### src/rtl/spi_pkg.sv
// Shared types for the SPI master: FSM state encoding and the per-frame mode bits.
package spi_pkg;

  typedef enum logic [2:0] {
    IDLE,
    LEAD,
    TRANSFER,
    TRAIL,
    GAP
  } spi_state_t;

  typedef struct packed {
    logic cpol;
    logic cpha;
    logic lsb_first;
    logic loopback;
  } spi_cfg_t;

endpackage

### src/rtl/spi_clk_gen.sv
// Half-period down-counter: ticks every div+1 clk cycles while running and toggles sclk on enabled ticks.
module spi_clk_gen #(
  parameter int DIV_WIDTH = 8
) (
  input  logic                 clk,
  input  logic                 reset,
  input  logic                 run,
  input  logic                 toggle_en,
  input  logic                 idle_level,
  input  logic [DIV_WIDTH-1:0] div,
  output logic                 tick,
  output logic                 sclk
);

  logic [DIV_WIDTH-1:0] cnt;

  assign tick = run && (cnt == '0);

  always_ff @(posedge clk) begin
    if (reset) begin
      cnt  <= '0;
      sclk <= 1'b0;
    end else if (!run) begin
      cnt  <= div;
      sclk <= idle_level;
    end else if (tick) begin
      cnt <= div;
      if (toggle_en) sclk <= ~sclk;
    end else begin
      cnt <= cnt - 1'b1;
    end
  end

endmodule

### src/rtl/spi_master_param.sv
// Parametrised SPI master with CPOL/CPHA modes, bit order, runtime divider, inter-frame gap, loopback.
// state    | meaning
// IDLE     | cs_bar high, sclk follows cpol input, waiting for start
// LEAD     | cs_bar low, sclk at CPOL for one half-period
// TRANSFER | 2*DATA_WIDTH half-periods, sclk toggling between them
// TRAIL    | sclk back at CPOL for one half-period before release
// GAP      | cs_bar high, busy held for the latched gap count
module spi_master_param
  import spi_pkg::*;
#(
  parameter int DATA_WIDTH = 16,
  parameter int DIV_WIDTH  = 8,
  parameter int GAP_WIDTH  = 6
) (
  input  logic                  clk,
  input  logic                  reset,
  input  logic                  start,
  input  logic [DATA_WIDTH-1:0] tx_data,
  input  logic                  cpol,
  input  logic                  cpha,
  input  logic                  lsb_first,
  input  logic                  loopback,
  input  logic [DIV_WIDTH-1:0]  clk_div,
  input  logic [GAP_WIDTH-1:0]  gap,
  input  logic                  miso,
  output logic                  sclk,
  output logic                  mosi,
  output logic                  cs_bar,
  output logic                  busy,
  output logic [DATA_WIDTH-1:0] rx_data,
  output logic                  rx_valid,
  output logic                  tx_done
);

  localparam int EDGES = 2 * DATA_WIDTH;
  localparam int EW    = $clog2(EDGES + 1);
  localparam int IW    = (DATA_WIDTH > 1) ? $clog2(DATA_WIDTH) : 1;

  spi_state_t            state;
  spi_cfg_t              cfg;
  logic [DATA_WIDTH-1:0] tx_word;
  logic [DATA_WIDTH-1:0] rx_shift;
  logic [DIV_WIDTH-1:0]  div_q;
  logic [GAP_WIDTH-1:0]  gap_q;
  logic [GAP_WIDTH-1:0]  gap_cnt;
  logic [EW-1:0]         edge_cnt;
  logic                  done_q;

  logic                  tick, run, toggle_en, idle_level, last_tick;
  logic [DIV_WIDTH-1:0]  div_sel;
  logic [EW-1:0]         edge_next;
  logic [IW-1:0]         bit_idx;
  logic                  is_lead, do_sample, do_shift, out_bit, rx_bit, first_bit;

  // edge_cnt counts sclk toggles done; the tick after the last toggle closes TRANSFER without toggling
  always_comb begin
    run        = (state == LEAD) || (state == TRANSFER) || (state == TRAIL);
    last_tick  = (state == TRANSFER) && (edge_cnt == EW'(EDGES));
    toggle_en  = (state == LEAD) || ((state == TRANSFER) && !last_tick);
    idle_level = (state == IDLE) ? cpol : cfg.cpol;
    div_sel    = (state == IDLE) ? clk_div : div_q;
    edge_next  = edge_cnt + 1'b1;
    is_lead    = edge_next[0];
    do_sample  = cfg.cpha ? !is_lead : is_lead;
    do_shift   = cfg.cpha ? is_lead : (!is_lead && (edge_next != EW'(EDGES)));
    bit_idx    = IW'(edge_next >> 1);
    out_bit    = cfg.lsb_first ? tx_word[bit_idx] : tx_word[IW'(DATA_WIDTH - 1) - bit_idx];
    rx_bit     = cfg.loopback ? mosi : miso;
    first_bit  = lsb_first ? tx_data[0] : tx_data[DATA_WIDTH-1];
  end

  spi_clk_gen #(.DIV_WIDTH(DIV_WIDTH)) u_clk_gen (
    .clk        (clk),
    .reset      (reset),
    .run        (run),
    .toggle_en  (toggle_en),
    .idle_level (idle_level),
    .div        (div_sel),
    .tick       (tick),
    .sclk       (sclk)
  );

  assign rx_valid = done_q;
  assign tx_done  = done_q;

  always_ff @(posedge clk) begin
    if (reset) begin
      state    <= IDLE;
      cfg      <= '0;
      tx_word  <= '0;
      rx_shift <= '0;
      div_q    <= '0;
      gap_q    <= '0;
      gap_cnt  <= '0;
      edge_cnt <= '0;
      mosi     <= 1'b0;
      cs_bar   <= 1'b1;
      busy     <= 1'b0;
      rx_data  <= '0;
      done_q   <= 1'b0;
    end else begin
      done_q <= 1'b0;
      case (state)
        IDLE: begin
          busy   <= 1'b0;
          cs_bar <= 1'b1;
          mosi   <= 1'b0;
          if (start) begin
            cfg      <= '{cpol: cpol, cpha: cpha, lsb_first: lsb_first, loopback: loopback};
            tx_word  <= tx_data;
            div_q    <= clk_div;
            gap_q    <= gap;
            edge_cnt <= '0;
            rx_shift <= '0;
            cs_bar   <= 1'b0;
            busy     <= 1'b1;
            mosi     <= cpha ? 1'b0 : first_bit;
            state    <= LEAD;
          end
        end
        LEAD, TRANSFER: begin
          if (tick) begin
            if (last_tick) begin
              state <= TRAIL;
            end else begin
              edge_cnt <= edge_next;
              if (do_sample)
                rx_shift <= cfg.lsb_first ? {rx_bit, rx_shift[DATA_WIDTH-1:1]}
                                          : {rx_shift[DATA_WIDTH-2:0], rx_bit};
              if (do_shift) mosi <= out_bit;
              if (state == LEAD) state <= TRANSFER;
            end
          end
        end
        TRAIL: begin
          if (tick) begin
            cs_bar  <= 1'b1;
            mosi    <= 1'b0;
            rx_data <= rx_shift;
            done_q  <= 1'b1;
            if (gap_q != '0) begin
              gap_cnt <= gap_q - 1'b1;
              state   <= GAP;
            end else begin
              busy  <= 1'b0;
              state <= IDLE;
            end
          end
        end
        GAP: begin
          if (gap_cnt == '0) begin
            busy  <= 1'b0;
            state <= IDLE;
          end else begin
            gap_cnt <= gap_cnt - 1'b1;
          end
        end
        default: state <= IDLE;
      endcase
    end
  end

endmodule

### config.mk
export PLATFORM = sky130hd
export DESIGN_NAME = spi_master_param
export DESIGN_NICKNAME = d
export VERILOG_FILES = /design/src/rtl/spi_pkg.sv /design/src/rtl/spi_clk_gen.sv /design/src/rtl/spi_master_param.sv
export SDC_FILE = /design/constraint.sdc
export NUM_CORES = 1
export LEC_CHECK = 0
export CAP_MARGIN = 25
export CORE_ASPECT_RATIO = 0.7
export CORE_MARGIN = 4
export CORE_UTILIZATION = 55
export CTS_CLUSTER_DIAMETER = 80
export DETAILED_ROUTE_END_ITERATION = 16
export HOLD_SLACK_MARGIN = 0.08
export PLACE_DENSITY = 0.77
export SYNTH_ARGS = -nofsm -noshare
export SYNTH_HDL_FRONTEND = slang
export SYNTH_SLANG_ARGS = --single-unit
### constraint.sdc
create_clock -name clk -period 6.9 [get_ports clk]
set_input_delay 0.69 -clock clk [delete_from_list [all_inputs] [get_ports clk]]
set_output_delay 0.69 -clock clk [all_outputs]
set_load 0.05 [all_outputs]
==> run_summary.xml, run 1 <==
<?xml version="1.0" encoding="UTF-8"?>
<metrics>
  <group name="final_layout">
    <metric name="antenna_cells_inserted" unit="">0</metric>
    <metric name="most-common-layout-cells" unit="">129 x sky130_fd_sc_hd__nand2_1, 94 x sky130_fd_sc_hd__dfxtp_1, 89 x sky130_fd_sc_hd__a21oi_1</metric>
    <metric name="layout.cells.non_filler" unit="">743</metric>
    <metric name="num-nets-final" unit="">660</metric>
    <metric name="final_design_area_no_fill" unit="um^2">5704</metric>
    <metric name="mostFrequentLayoutCell" unit="">sky130_fd_sc_hd__nand2_1</metric>
    <metric name="drive_gt1_share" unit="%">7.384</metric>
    <metric name="area.growth.synth_to_final" unit="%">19.25</metric>
    <metric name="postLayoutCoreUtil" unit="%">67.28</metric>
  </group>
  <group name="outcome">
    <metric name="status" unit="">complete, no violations</metric>
  </group>
  <group name="logic_synthesis">
    <metric name="syn-num-nets" unit="">628</metric>
    <metric name="synth_xor_xnor_area_share" unit="%">2.773</metric>
    <metric name="syn-cell-area" unit="um^2">4783</metric>
    <metric name="top_ff_cell_synth" unit="">sky130_fd_sc_hd__dfxtp_1</metric>
    <metric name="synthArstFlopShare" unit="%">0</metric>
    <metric name="dominant_combinational_cell_family_by_area_after_synthesis" unit="">simple AND/OR/NAND/NOR gates</metric>
    <metric name="fraction_of_the_yosys_area_taken_by_sequential_cells" unit="%">39.34</metric>
    <metric name="synth_top_area_share" unit="%">39.34</metric>
    <metric name="post-synth-top-area-cell" unit="">sky130_fd_sc_hd__dfxtp_1</metric>
    <metric name="netlist_top_cells_area" unit="">sky130_fd_sc_hd__dfxtp_1 39%, sky130_fd_sc_hd__nand2_1 10%, sky130_fd_sc_hd__a21oi_1 9.3%, sky130_fd_sc_hd__mux2i_1 6.3%, sky130_fd_sc_hd__mux4_2 2.8%</metric>
    <metric name="yosysWarningCount" unit="">0</metric>
    <metric name="synth_fa_ha_area_share" unit="%">1.046</metric>
    <metric name="synth_mux_area_share" unit="%">9.652</metric>
    <metric name="yosysUniqueCellTypes" unit="">63</metric>
    <metric name="synth_edf_count" unit="">0</metric>
    <metric name="synth_area_per_cell" unit="um^2">8.163</metric>
    <metric name="synthesized_area_fraction_occupied_by_ao_oa_aoi_and_oai_cells" unit="%">18.23</metric>
    <metric name="post_synth_and_or_nand_nor_area_fraction" unit="%">23.38</metric>
    <metric name="syn-instance-count" unit="">586</metric>
    <metric name="synth_seq_cells" unit="">94</metric>
  </group>
  <group name="global_routing">
    <metric name="number_of_antenna_violations_at_the_first_check_in_global_routing" unit="">0</metric>
    <metric name="grt_util_all_layers" unit="%">22.59</metric>
    <metric name="vias_in_the_first_global_route" unit="">3999</metric>
    <metric name="grt-ovfl-total" unit="">0</metric>
    <metric name="grt_start_max_net_pins" unit="">95</metric>
    <metric name="first_pass_grt_wire_length" unit="um">19190</metric>
  </group>
  <group name="routing">
    <metric name="route.vias.total" unit="">4313</metric>
    <metric name="avgViaCountPerCell" unit="">5.805</metric>
    <metric name="antenna_violating_nets_post_route" unit="">0</metric>
    <metric name="routed_wl" unit="um">11490</metric>
    <metric name="firstDrtPassIters" unit="">5</metric>
    <metric name="drcViolationCount" unit="">0</metric>
    <metric name="post_drt_wl_per_cell" unit="um">15.46</metric>
    <metric name="first_iter_violations" unit="">439</metric>
  </group>
  <group name="worst_setup_path">
    <metric name="rrSetupSlack" unit="ns">4.17</metric>
    <metric name="worstReg2RegEnd" unit="">rx_shift[12]</metric>
    <metric name="r2r.worst_path.cells" unit="">6</metric>
    <metric name="arrival" unit="ns">2.99</metric>
    <metric name="worstReg2RegStart" unit="">state[0]</metric>
    <metric name="worstSetupEndpointType" unit="">register</metric>
    <metric name="category_of_the_critical_setup_timing_path" unit="">reg2reg</metric>
    <metric name="timing.critical_path.required" unit="ns">7.16</metric>
    <metric name="critPathLaunch" unit="">state[0]</metric>
    <metric name="path_max_fanout" unit="">32</metric>
    <metric name="worst_setup_path_start_kind" unit="">register</metric>
  </group>
  <group name="pwr">
    <metric name="power_switching_share" unit="%">36.17</metric>
    <metric name="seq_power_share" unit="%">36.3</metric>
    <metric name="power.combinational.fraction" unit="%">35.3</metric>
    <metric name="power.density" unit="nW/um^2">336.0</metric>
    <metric name="worst_voltage_drop_across_the_vdd_grid" unit="mV">0.1835</metric>
    <metric name="cell_internal_power_dissipation" unit="mW">1.223</metric>
    <metric name="p_sw" unit="uW">693.2</metric>
    <metric name="p_leak" unit="nW">1.982</metric>
    <metric name="design_power_total" unit="mW">1.917</metric>
    <metric name="clock_power_share" unit="%">28.3</metric>
  </group>
  <group name="clock_network">
    <metric name="cts_inserted_buffers" unit="">9</metric>
    <metric name="cts_tree" unit="">built</metric>
    <metric name="ctsHtreeMaxLevel" unit="">3</metric>
    <metric name="cts_sinks" unit="">94</metric>
    <metric name="clockRootBuffer" unit="">sky130_fd_sc_hd__clkbuf_16</metric>
    <metric name="clockBufferDepth" unit="">2</metric>
    <metric name="post_cts.repair.setup_buffers" unit="">0</metric>
    <metric name="hold_buffers" unit="">0</metric>
    <metric name="clk-insertion-delay-late" unit="ns">0.34</metric>
    <metric name="worst_setup_hold_path_clk_slew" unit="ns">0.06</metric>
    <metric name="post_cts_resize_count" unit="">0</metric>
  </group>
  <group name="sta">
    <metric name="timing.slew.headroom" unit="%">35.95</metric>
    <metric name="final_worst_path_cycle_share" unit="%">39.62</metric>
    <metric name="achievable-frequency" unit="MHz">365.8</metric>
    <metric name="final.setup_skew" unit="ns">0.007113</metric>
    <metric name="finalMaxSlewViolations" unit="">0</metric>
    <metric name="timing.hold.ws" unit="ns">0.4513</metric>
    <metric name="min_period" unit="ns">2.734</metric>
    <metric name="layout_setup_ws" unit="ns">4.166</metric>
    <metric name="rsz0062_at_grt" unit="">no</metric>
    <metric name="setup_tns" unit="ns">0</metric>
    <metric name="setup_viol_count_final" unit="">0</metric>
    <metric name="worst_pin_slew" unit="ns">0.9607</metric>
    <metric name="finalHoldViolations" unit="">0</metric>
  </group>
  <group name="placement">
    <metric name="placed_cell_area" unit="um^2">5330</metric>
    <metric name="port-buffer-count" unit="">59</metric>
    <metric name="placement.setup.worst_slack" unit="ns">3.698</metric>
    <metric name="post-dp-hpwl" unit="um">7731</metric>
    <metric name="dpl.cell_count" unit="">725</metric>
    <metric name="finalWeightedCongestion" unit="">0.8783</metric>
  </group>
  <group name="worst_hold_path">
    <metric name="min-delay-start" unit="">rx_data[8]</metric>
    <metric name="hold-path-cell-count" unit="">2</metric>
    <metric name="timing.hold.worst.class" unit="">reg2reg</metric>
    <metric name="hold_end" unit="">rx_data[8]</metric>
  </group>
  <group name="floorplanning">
    <metric name="core" unit="um^2">8478</metric>
    <metric name="die_area" unit="um^2">10280</metric>
    <metric name="initial_utilization" unit="%">56.42</metric>
    <metric name="die-width" unit="um">119.5</metric>
    <metric name="die_y" unit="um">86.03</metric>
    <metric name="io_pins" unit="">60</metric>
    <metric name="floorplan.rows" unit="">28</metric>
  </group>
  <group name="run">
    <metric name="timing.max_cap.violations" unit="">0</metric>
  </group>
</metrics>
critical path, stage by stage, from the launching register on:
cell and delay, ns:
sky130_fd_sc_hd__dfxtp_1 0.65, sky130_fd_sc_hd__xor2_1 0.50, sky130_fd_sc_hd__nand2_2 0.42, sky130_fd_sc_hd__o21ai_2 0.29, sky130_fd_sc_hd__nand2b_4 0.21, sky130_fd_sc_hd__or3_1 0.41
sky130_fd_sc_hd__a21oi_1 0.16
cell type report:
cell class                 count  area, um^2
clock buffer                  13       270.3
clock inverter                 3       65.06
fill                         711        2774
inverter                       9       33.78
multi-input combinational    440        2649
sequential                    94        1882
tap                          120       150.1
timing repair buffer          64       654.4
synth_stat cells (5+ instances only):
cell	number
sky130_fd_sc_hd__mux2i_1	30
sky130_fd_sc_hd__a31oi_1	6
sky130_fd_sc_hd__nor2_1	32
sky130_fd_sc_hd__o21ai_0	10
sky130_fd_sc_hd__nor3_1	17
sky130_fd_sc_hd__nand2_1	129
sky130_fd_sc_hd__dfxtp_1	94
sky130_fd_sc_hd__or3_1	18
sky130_fd_sc_hd__xnor2_1	6
sky130_fd_sc_hd__xor2_1	6
sky130_fd_sc_hd__mux4_2	6
sky130_fd_sc_hd__inv_1	9
sky130_fd_sc_hd__a21oi_1	89
sky130_fd_sc_hd__nand3_1	7
sky130_fd_sc_hd__clkbuf_1	25
sky130_fd_sc_hd__buf_2	6
sky130_fd_sc_hd__buf_6	5
sky130_fd_sc_hd__a211oi_1	12
sky130_fd_sc_hd__nor4_1	6
routing by layer:
metal,track usage (%),wire length (um)
met3,5.208,754
met4,5.198,87
met2,36.17,5301
met5,0,0
met1,31.35,5345
logic make-up after synthesis:
| family | after synthesis |
|---|---|
| flip-flops | 94 |
| multiplexers | 37 |
| AO/OA/AOI/OAI | 146 |
| adder cells (fa/ha/maj) | 4 |
| AND/OR/NAND/NOR | 240 |
| buffers and inverters | 52 |
| XOR/XNOR | 13 |
registers in the layout (all words and copies together), names as in the netlist:
name            cells
busy                1
gap_q               6
edge_cnt            6
div_q               8
tx_word            16
cfg                 4
u_clk_gen.cnt       8
u_clk_gen.sclk      1
rx_shift           16
gap_cnt             6
cs_bar              1
rx_valid            1
rx_data            16
state               3
mosi                1
how the worst max path moves through the flow:
| stage | end | slack [ns] | cells after the start |
|---|---|---|---|
| 2_1_floorplan | mosi | 4.58 | 8 |
| 3_3_place_gp | rx_shift[0] | 3.82 | 6 |
| 3_5_place_dp | rx_shift[12] | 3.70 | 6 |
| 4_1_cts | rx_shift[12] | 3.66 | 6 |
| 5_1_grt | rx_shift[11] | 3.94 | 6 |
| 6_report | rx_shift[12] | 4.17 | 6 |
power by group through the flow:
stage	Sequential (mW)	Combinational, mW	Clock, mW
after CTS	0.700	0.656	0.553
after global placement	0.705	0.636	0
after global routing	0.706	0.752	0.577
after floorplan	0.691	0.554	0
after detailed placement	0.711	0.651	0
final	0.696	0.677	0.543
No activity file was read; power rests on OpenSTA's default activity.
==> run 2: changes to the inputs <==
--- a/config.mk
+++ b/config.mk
@@ -8,11 +8,11 @@
 export CAP_MARGIN = 25
 export CORE_ASPECT_RATIO = 0.7
 export CORE_MARGIN = 4
-export CORE_UTILIZATION = 55
+export CORE_UTILIZATION = 50
 export CTS_CLUSTER_DIAMETER = 80
 export DETAILED_ROUTE_END_ITERATION = 16
 export HOLD_SLACK_MARGIN = 0.08
-export PLACE_DENSITY = 0.77
+export PLACE_DENSITY = 0.74
 export SYNTH_ARGS = -nofsm -noshare
 export SYNTH_HDL_FRONTEND = slang
 export SYNTH_SLANG_ARGS = --single-unit
==> constraint.sdc (replaced) <==
create_clock -name clk -period 2.32 [get_ports clk]
set_input_delay 0.232 -clock clk [delete_from_list [all_inputs] [get_ports clk]]
set_output_delay 0.232 -clock clk [all_outputs]
set_load 0.05 [all_outputs]
==> run_summary.xml, run 2 (synthesis results as in run 1) <==
<?xml version="1.0" encoding="UTF-8"?>
<metrics>
  <group name="worst_setup_path">
    <metric name="kind_of_cell_with_the_highest_combined_delay_on_the_critical_path" unit="">multiplexers</metric>
    <metric name="path_max_fanout" unit="">6</metric>
    <metric name="timing.critical_path.slowest_cell_delay" unit="ns">0.47</metric>
    <metric name="timing.critical_path.required" unit="ns">2.57</metric>
    <metric name="category_of_the_critical_setup_timing_path" unit="">reg2reg</metric>
    <metric name="worstPathBufferInverterCount" unit="">1</metric>
    <metric name="arrival" unit="ns">2.50</metric>
    <metric name="worst_setup_path_start_kind" unit="">register</metric>
    <metric name="crit_path_top_delay_cell" unit="">sky130_fd_sc_hd__mux4_2</metric>
    <metric name="worstSetupEndpointType" unit="">register</metric>
    <metric name="crit_path_cell_trace" unit="">ha_2 &gt; xnor2_4 &gt; buf_4 &gt; mux2i_1 &gt; mux4_2 &gt; nor4_1 &gt; a311oi_1 &gt; a311oi_1</metric>
    <metric name="crit_path_most_repeated_cell" unit="">sky130_fd_sc_hd__a311oi_1</metric>
  </group>
  <group name="routing">
    <metric name="avgViaCountPerCell" unit="">5.744</metric>
    <metric name="firstDrtPassIters" unit="">5</metric>
    <metric name="drcViolationCount" unit="">0</metric>
    <metric name="post_drt_wl_per_cell" unit="um">15.68</metric>
    <metric name="route.vias.total" unit="">4457</metric>
    <metric name="routed_wl" unit="um">12160</metric>
    <metric name="antenna_violating_nets_post_route" unit="">0</metric>
    <metric name="first_iter_violations" unit="">383</metric>
  </group>
  <group name="sta">
    <metric name="finalMaxSlewViolations" unit="">0</metric>
    <metric name="worst_pin_slew" unit="ns">0.5478</metric>
    <metric name="achievable-frequency" unit="MHz">445.3</metric>
    <metric name="final_worst_path_cycle_share" unit="%">96.79</metric>
    <metric name="timing.slew.headroom" unit="%">63.20</metric>
    <metric name="finalHoldViolations" unit="">0</metric>
    <metric name="min_period" unit="ns">2.246</metric>
    <metric name="final.setup_skew" unit="ns">0.01243</metric>
    <metric name="setup_viol_count_final" unit="">0</metric>
  </group>
  <group name="clock_network">
    <metric name="cts_tree" unit="">built</metric>
    <metric name="cts_sinks" unit="">94</metric>
    <metric name="clk-insertion-delay-late" unit="ns">0.35</metric>
    <metric name="clockBufferDepth" unit="">2</metric>
    <metric name="clockRootBuffer" unit="">sky130_fd_sc_hd__clkbuf_16</metric>
    <metric name="worst_setup_hold_path_clk_slew" unit="ns">0.07</metric>
    <metric name="cts_inserted_buffers" unit="">9</metric>
    <metric name="ctsHtreeMaxLevel" unit="">3</metric>
  </group>
  <group name="placement">
    <metric name="port-buffer-count" unit="">59</metric>
    <metric name="post-dp-hpwl" unit="um">8250</metric>
    <metric name="placed_cell_area" unit="um^2">5555</metric>
    <metric name="finalWeightedCongestion" unit="">0.8683</metric>
    <metric name="dpl.cell_count" unit="">756</metric>
  </group>
  <group name="global_routing">
    <metric name="m2_gr_usage" unit="%">31.79</metric>
    <metric name="grt_util_met3" unit="%">6.280</metric>
    <metric name="vias_in_the_first_global_route" unit="">4220</metric>
    <metric name="first_pass_grt_wire_length" unit="um">20290</metric>
    <metric name="grt_util_all_layers" unit="%">21.55</metric>
    <metric name="grt-ovfl-total" unit="">0</metric>
    <metric name="number_of_antenna_violations_at_the_first_check_in_global_routing" unit="">0</metric>
    <metric name="grt_start_max_net_pins" unit="">95</metric>
    <metric name="met1_usage_grt" unit="%">30.43</metric>
    <metric name="grt-busiest-layer" unit="">met2</metric>
  </group>
  <group name="final_layout">
    <metric name="antenna_cells_inserted" unit="">0</metric>
    <metric name="final_design_area_no_fill" unit="um^2">5899</metric>
    <metric name="mostFrequentLayoutCell" unit="">sky130_fd_sc_hd__nand2_1</metric>
    <metric name="drive_gt1_share" unit="%">12.58</metric>
    <metric name="layout.cells.non_filler" unit="">776</metric>
    <metric name="area.growth.synth_to_final" unit="%">23.33</metric>
    <metric name="most-common-layout-cells" unit="">129 x sky130_fd_sc_hd__nand2_1, 91 x sky130_fd_sc_hd__dfxtp_1, 89 x sky130_fd_sc_hd__a21oi_1</metric>
    <metric name="num-nets-final" unit="">689</metric>
    <metric name="reg_top3" unit="">rx_data x16, rx_shift x16, tx_word x16</metric>
    <metric name="fill_cells" unit="">820</metric>
  </group>
  <group name="run">
    <metric name="timing.max_cap.violations" unit="">0</metric>
  </group>
  <group name="floorplanning">
    <metric name="die-width" unit="um">124.9</metric>
    <metric name="core" unit="um^2">9180</metric>
    <metric name="die_area" unit="um^2">11220</metric>
    <metric name="die_y" unit="um">89.84</metric>
    <metric name="io_pins" unit="">60</metric>
    <metric name="initial_utilization" unit="%">52.11</metric>
    <metric name="floorplan.rows" unit="">29</metric>
  </group>
  <group name="outcome">
    <metric name="status" unit="">complete, no violations</metric>
  </group>
  <group name="worst_hold_path">
    <metric name="timing.hold.worst.class" unit="">in2reg</metric>
  </group>
  <group name="pwr">
    <metric name="p_leak" unit="nW">2.086</metric>
    <metric name="worst_voltage_drop_across_the_vdd_grid" unit="mV">0.4568</metric>
    <metric name="power.density" unit="nW/um^2">983.5</metric>
  </group>
</metrics>
## run 2: cell count changes in the layout (fill, tap and decap cells not counted), moves of 3 or more
| cell | change |
|---|---|
| sky130_fd_sc_hd__buf_4 | +29 |
| sky130_fd_sc_hd__clkbuf_8 | -3 |
| sky130_fd_sc_hd__dfxtp_1 | -3 |
| sky130_fd_sc_hd__dfxtp_2 | +3 |
| sky130_fd_sc_hd__ha_1 | -3 |
| sky130_fd_sc_hd__ha_2 | +3 |
## run 2: worst register-to-register path: cells and delay by family (launching register included)
family,cells,cell delay [ns]
compound gates,2,0.41
simple gates,1,0.22
fa+ha+maj,1,0.23
xor+xnor,1,0.23
mux,2,0.54
buf+inv,1,0.17
flops,1,0.35
## run 2: cell type report
| type | instances | area (um^2) | share of cell area, % |
|---|---|---|---|
| Timing Repair Buffer | 92 | 858.3 | 14.55 |
| Multi-Input combinational cell | 441 | 2683 | 45.47 |
| Sequential cell | 94 | 1886 | 31.96 |
| Clock buffer | 12 | 236.5 | 4.008 |
| Clock inverter | 4 | 47.55 | 0.8059 |
| Tap cell | 124 | 155.1 | 2.630 |
| Inverter | 9 | 33.78 | 0.5726 |
## run 2: timing repair
item / CTS / global route
pin swaps: 0 / 1
hold buffers: 0 / 0
endpoints found under the setup margin: 8 / 12
cloned: 0 / 1
buffers inserted: 0 / 3
gates resized for setup: 2 / 9
## run 2: metrics by stage
stage	power, mW	utilization (%)	TNS, ns	hold slack (ns)	setup slack [ns]
global placement	4.222	60.52	0	0.4376	0.06657
detailed placement	4.289	60.52	-0.02666	0.4498	-0.01483
finish	5.802	64.26	0	0.3752	0.07442
floorplan	3.706	-	0	0.3680	0.08562
global route	6.169	64.26	-0.08505	0.3822	-0.08505
CTS	5.742	63.66	0	0.3940	0.02735
## run 2: where the power goes
| group | switching, mW | total, mW | internal (mW) |
|---|---|---|---|
| clock network | 0.596 | 1.43 | 0.832 |
| registers | 0.200 | 2.03 | 1.83 |
| logic | 1.38 | 2.35 | 0.969 |
| total | 2.17 | 5.80 | 3.63 |
## run 2: routing by layer
layer	routed length (um)	vias up
li1	-	2198
met1	5831	2110
met2	5470	135
met3	696	14
met4	165	0
met5	0	-
## run 2: path summary, 6_finish.rpt
check,start,endpoint,slack [ns],cells past startpoint
worst max-delay path,edge_cnt[0],mosi,0.07,8
worst min-delay path,reset,edge_cnt[0],0.38,3
worst max register to register,edge_cnt[0],mosi,0.07,8
worst min register to register,rx_data[9],rx_data[9],0.45,2
==> run 3: changes to the inputs <==
--- a/config.mk
+++ b/config.mk
@@ -8,11 +8,13 @@
 export CAP_MARGIN = 25
 export CORE_ASPECT_RATIO = 0.7
 export CORE_MARGIN = 4
-export CORE_UTILIZATION = 50
+export CORE_UTILIZATION = 52
+export CTS_BUF_LIST = sky130_fd_sc_hd__clkbuf_4
 export CTS_CLUSTER_DIAMETER = 80
 export DETAILED_ROUTE_END_ITERATION = 16
 export HOLD_SLACK_MARGIN = 0.08
-export PLACE_DENSITY = 0.74
+export MAX_ROUTING_LAYER = met4
+export PLACE_DENSITY = 0.77
 export SYNTH_ARGS = -nofsm -noshare
 export SYNTH_HDL_FRONTEND = slang
 export SYNTH_SLANG_ARGS = --single-unit
==> run_summary.xml, run 3 (synthesis results as in run 1) <==
<?xml version="1.0" encoding="UTF-8"?>
<metrics>
  <group name="outcome">
    <metric name="status" unit="">complete, no violations</metric>
  </group>
  <group name="sta">
    <metric name="final_worst_path_cycle_share" unit="%">97.07</metric>
    <metric name="final.setup_skew" unit="ns">0.01356</metric>
    <metric name="rsz0062_at_grt" unit="">yes</metric>
    <metric name="min_period" unit="ns">2.252</metric>
    <metric name="timing.slew.headroom" unit="%">56.52</metric>
    <metric name="finalHoldViolations" unit="">0</metric>
    <metric name="setup_tns" unit="ns">0</metric>
    <metric name="setup_viol_count_final" unit="">0</metric>
    <metric name="worst_pin_slew" unit="ns">0.6512</metric>
    <metric name="finalMaxSlewViolations" unit="">0</metric>
    <metric name="achievable-frequency" unit="MHz">444.0</metric>
  </group>
  <group name="pwr">
    <metric name="p_sw" unit="mW">2.124</metric>
    <metric name="clock_power_share" unit="%">13.5</metric>
    <metric name="power.combinational.fraction" unit="%">47.0</metric>
    <metric name="power_switching_share" unit="%">41.07</metric>
    <metric name="seq_power_share" unit="%">39.5</metric>
    <metric name="worst_voltage_drop_across_the_vdd_grid" unit="mV">0.5567</metric>
    <metric name="design_power_total" unit="mW">5.171</metric>
    <metric name="power.density" unit="nW/um^2">902.2</metric>
    <metric name="cell_internal_power_dissipation" unit="mW">3.048</metric>
    <metric name="p_leak" unit="nW">2.029</metric>
  </group>
  <group name="worst_hold_path">
    <metric name="hold_end" unit="">rx_valid</metric>
    <metric name="timing.hold.worst.class" unit="">in2reg</metric>
    <metric name="hold-path-cell-count" unit="">3</metric>
    <metric name="min-delay-start" unit="">reset</metric>
  </group>
  <group name="final_layout">
    <metric name="mostFrequentLayoutCell" unit="">sky130_fd_sc_hd__nand2_1</metric>
    <metric name="most-common-layout-cells" unit="">129 x sky130_fd_sc_hd__nand2_1, 92 x sky130_fd_sc_hd__dfxtp_1, 89 x sky130_fd_sc_hd__a21oi_1</metric>
    <metric name="drive_gt1_share" unit="%">12.29</metric>
    <metric name="reg_top3" unit="">rx_data x16, rx_shift x16, tx_word x16</metric>
    <metric name="area.growth.synth_to_final" unit="%">19.83</metric>
    <metric name="postLayoutCoreUtil" unit="%">65.97</metric>
    <metric name="num-nets-final" unit="">691</metric>
    <metric name="antenna_cells_inserted" unit="">0</metric>
  </group>
  <group name="floorplanning">
    <metric name="die_area" unit="um^2">10820</metric>
    <metric name="core" unit="um^2">8688</metric>
    <metric name="die-width" unit="um">122.6</metric>
    <metric name="io_pins" unit="">60</metric>
    <metric name="floorplan.rows" unit="">28</metric>
    <metric name="die_y" unit="um">88.25</metric>
    <metric name="initial_utilization" unit="%">55.05</metric>
  </group>
  <group name="global_routing">
    <metric name="vias_in_the_first_global_route" unit="">4228</metric>
    <metric name="grt-ovfl-total" unit="">0</metric>
    <metric name="grt_util_all_layers" unit="%">24.03</metric>
    <metric name="number_of_antenna_violations_at_the_first_check_in_global_routing" unit="">0</metric>
    <metric name="grt_start_max_net_pins" unit="">95</metric>
    <metric name="first_pass_grt_wire_length" unit="um">20180</metric>
  </group>
  <group name="placement">
    <metric name="post-dp-hpwl" unit="um">8292</metric>
    <metric name="port-buffer-count" unit="">59</metric>
    <metric name="finalWeightedCongestion" unit="">0.9506</metric>
  </group>
  <group name="worst_setup_path">
    <metric name="rrSetupSlack" unit="ns">0.07</metric>
    <metric name="worst_setup_path_start_kind" unit="">register</metric>
    <metric name="category_of_the_critical_setup_timing_path" unit="">reg2reg</metric>
    <metric name="timing.critical_path.slowest_cell_delay" unit="ns">0.50</metric>
    <metric name="worstReg2RegEnd" unit="">mosi</metric>
    <metric name="timing.critical_path.required" unit="ns">2.65</metric>
    <metric name="worstSetupEndpointType" unit="">register</metric>
    <metric name="path_max_fanout" unit="">9</metric>
    <metric name="arrival" unit="ns">2.58</metric>
    <metric name="crit_path_top_delay_cell" unit="">sky130_fd_sc_hd__mux4_2</metric>
    <metric name="r2r.worst_path.cells" unit="">7</metric>
    <metric name="worstPathBufferInverterCount" unit="">1</metric>
    <metric name="worstReg2RegStart" unit="">edge_cnt[0]</metric>
    <metric name="kind_of_cell_with_the_highest_combined_delay_on_the_critical_path" unit="">multiplexers</metric>
    <metric name="crit_path_cell_trace" unit="">ha_2 &gt; xnor2_4 &gt; buf_4 &gt; mux4_2 &gt; a221oi_1 &gt; a211o_1 &gt; a311oi_1</metric>
  </group>
  <group name="routing">
    <metric name="antenna_violating_nets_post_route" unit="">0</metric>
    <metric name="post_drt_wl_per_cell" unit="um">15.75</metric>
    <metric name="route.vias.total" unit="">4449</metric>
    <metric name="avgViaCountPerCell" unit="">5.770</metric>
    <metric name="routed_wl" unit="um">12150</metric>
    <metric name="drcViolationCount" unit="">0</metric>
    <metric name="first_iter_violations" unit="">405</metric>
    <metric name="firstDrtPassIters" unit="">5</metric>
  </group>
  <group name="clock_network">
    <metric name="worst_setup_hold_path_clk_slew" unit="ns">0.14</metric>
    <metric name="clockBufferDepth" unit="">2</metric>
    <metric name="clockRootBuffer" unit="">sky130_fd_sc_hd__clkbuf_4</metric>
    <metric name="clk-insertion-delay-late" unit="ns">0.46</metric>
    <metric name="ctsHtreeMaxLevel" unit="">3</metric>
    <metric name="cts_tree" unit="">built</metric>
    <metric name="cts_sinks" unit="">94</metric>
    <metric name="cts_inserted_buffers" unit="">9</metric>
  </group>
  <group name="run">
    <metric name="timing.max_cap.violations" unit="">0</metric>
  </group>
</metrics>
-- run 3: cell count changes in the layout (fill, tap and decap cells not counted), moves of 2 or more --
cell / previous run / this run
sky130_fd_sc_hd__clkbuf_1: 3 / 0
sky130_fd_sc_hd__clkinv_1: 0 / 2
sky130_fd_sc_hd__clkbuf_16: 9 / 0
sky130_fd_sc_hd__nand2b_4: 1 / 3
sky130_fd_sc_hd__clkbuf_4: 0 / 9
-- run 3: final cells by class --
cell class | instances | area, um^2
clock inverters | 4 | 17.52
multi-input cells | 442 | 2700
clock buffers | 9 | 67.56
flip-flops and latches | 94 | 1884
inverters | 9 | 33.78
repair buffers | 93 | 878.3
well taps | 120 | 150.1
fillers | 770 | 2957
-- run 3: layer usage --
metal	share of wire [%]	wire, um	global-route usage, %
met4	0.87	106	6.199
met3	5.2	633	5.942
met1	47	5756	31.73
met5	0	0	-
met2	47	5650	37.24
-- run 3: through the flow --
step	hold WS (ns)	cells	setup WS [ns]	area, um^2
floorplan	0.3680	586	0.08562	4785
finish	0.2791	771	0.06791	5732
global route	0.2744	771	0.0001694	5732
global placement	0.4376	754	0.06579	5578
CTS	0.2539	767	0.04544	5674
detailed placement	0.4445	754	0.005300	5578
-- run 3: worst register-to-register path: stages (launching register included) --
cell and delay, ns:
sky130_fd_sc_hd__dfxtp_1 0.38, sky130_fd_sc_hd__ha_2 0.24, sky130_fd_sc_hd__xnor2_4 0.34, sky130_fd_sc_hd__buf_4 0.18, sky130_fd_sc_hd__mux4_2 0.50, sky130_fd_sc_hd__a221oi_1 0.26
sky130_fd_sc_hd__a211o_1 0.15, sky130_fd_sc_hd__a311oi_1 0.08
-- run 3: how the worst max path moves through the flow --
stage	from	to	slack, ns	depth (start not counted)
2_1_floorplan	u_clk_gen.cnt[0]	busy	0.09	9
3_3_place_gp	edge_cnt[1]	mosi	0.07	6
3_5_place_dp	u_clk_gen.cnt[0]	mosi	0.005	8
4_1_cts	edge_cnt[1]	mosi	0.05	6
5_1_grt	edge_cnt[0]	mosi	0.0002	7
6_report	edge_cnt[0]	mosi	0.07	7
-- run 3: timing repair --
item	in CTS	in global routing
resized for setup	3	8
pin swaps	0	1
hold endpoints to repair	0	0
hold buffers	0	0
setup buffers	0	2
setup endpoints to repair	18	18
cloned	0	2
-- run 3: power by group through the flow --
| stage | clock, mW | sequential (mW) | combinational (mW) |
|---|---|---|---|
| final | 0.698 | 2.05 | 2.43 |
| after global routing | 0.787 | 2.08 | 2.66 |
| after CTS | 0.720 | 2.04 | 2.32 |
| after detailed placement | 0 | 2.07 | 2.27 |
| after global placement | 0 | 2.06 | 2.20 |
| after floorplan | 0 | 2.05 | 1.65 |
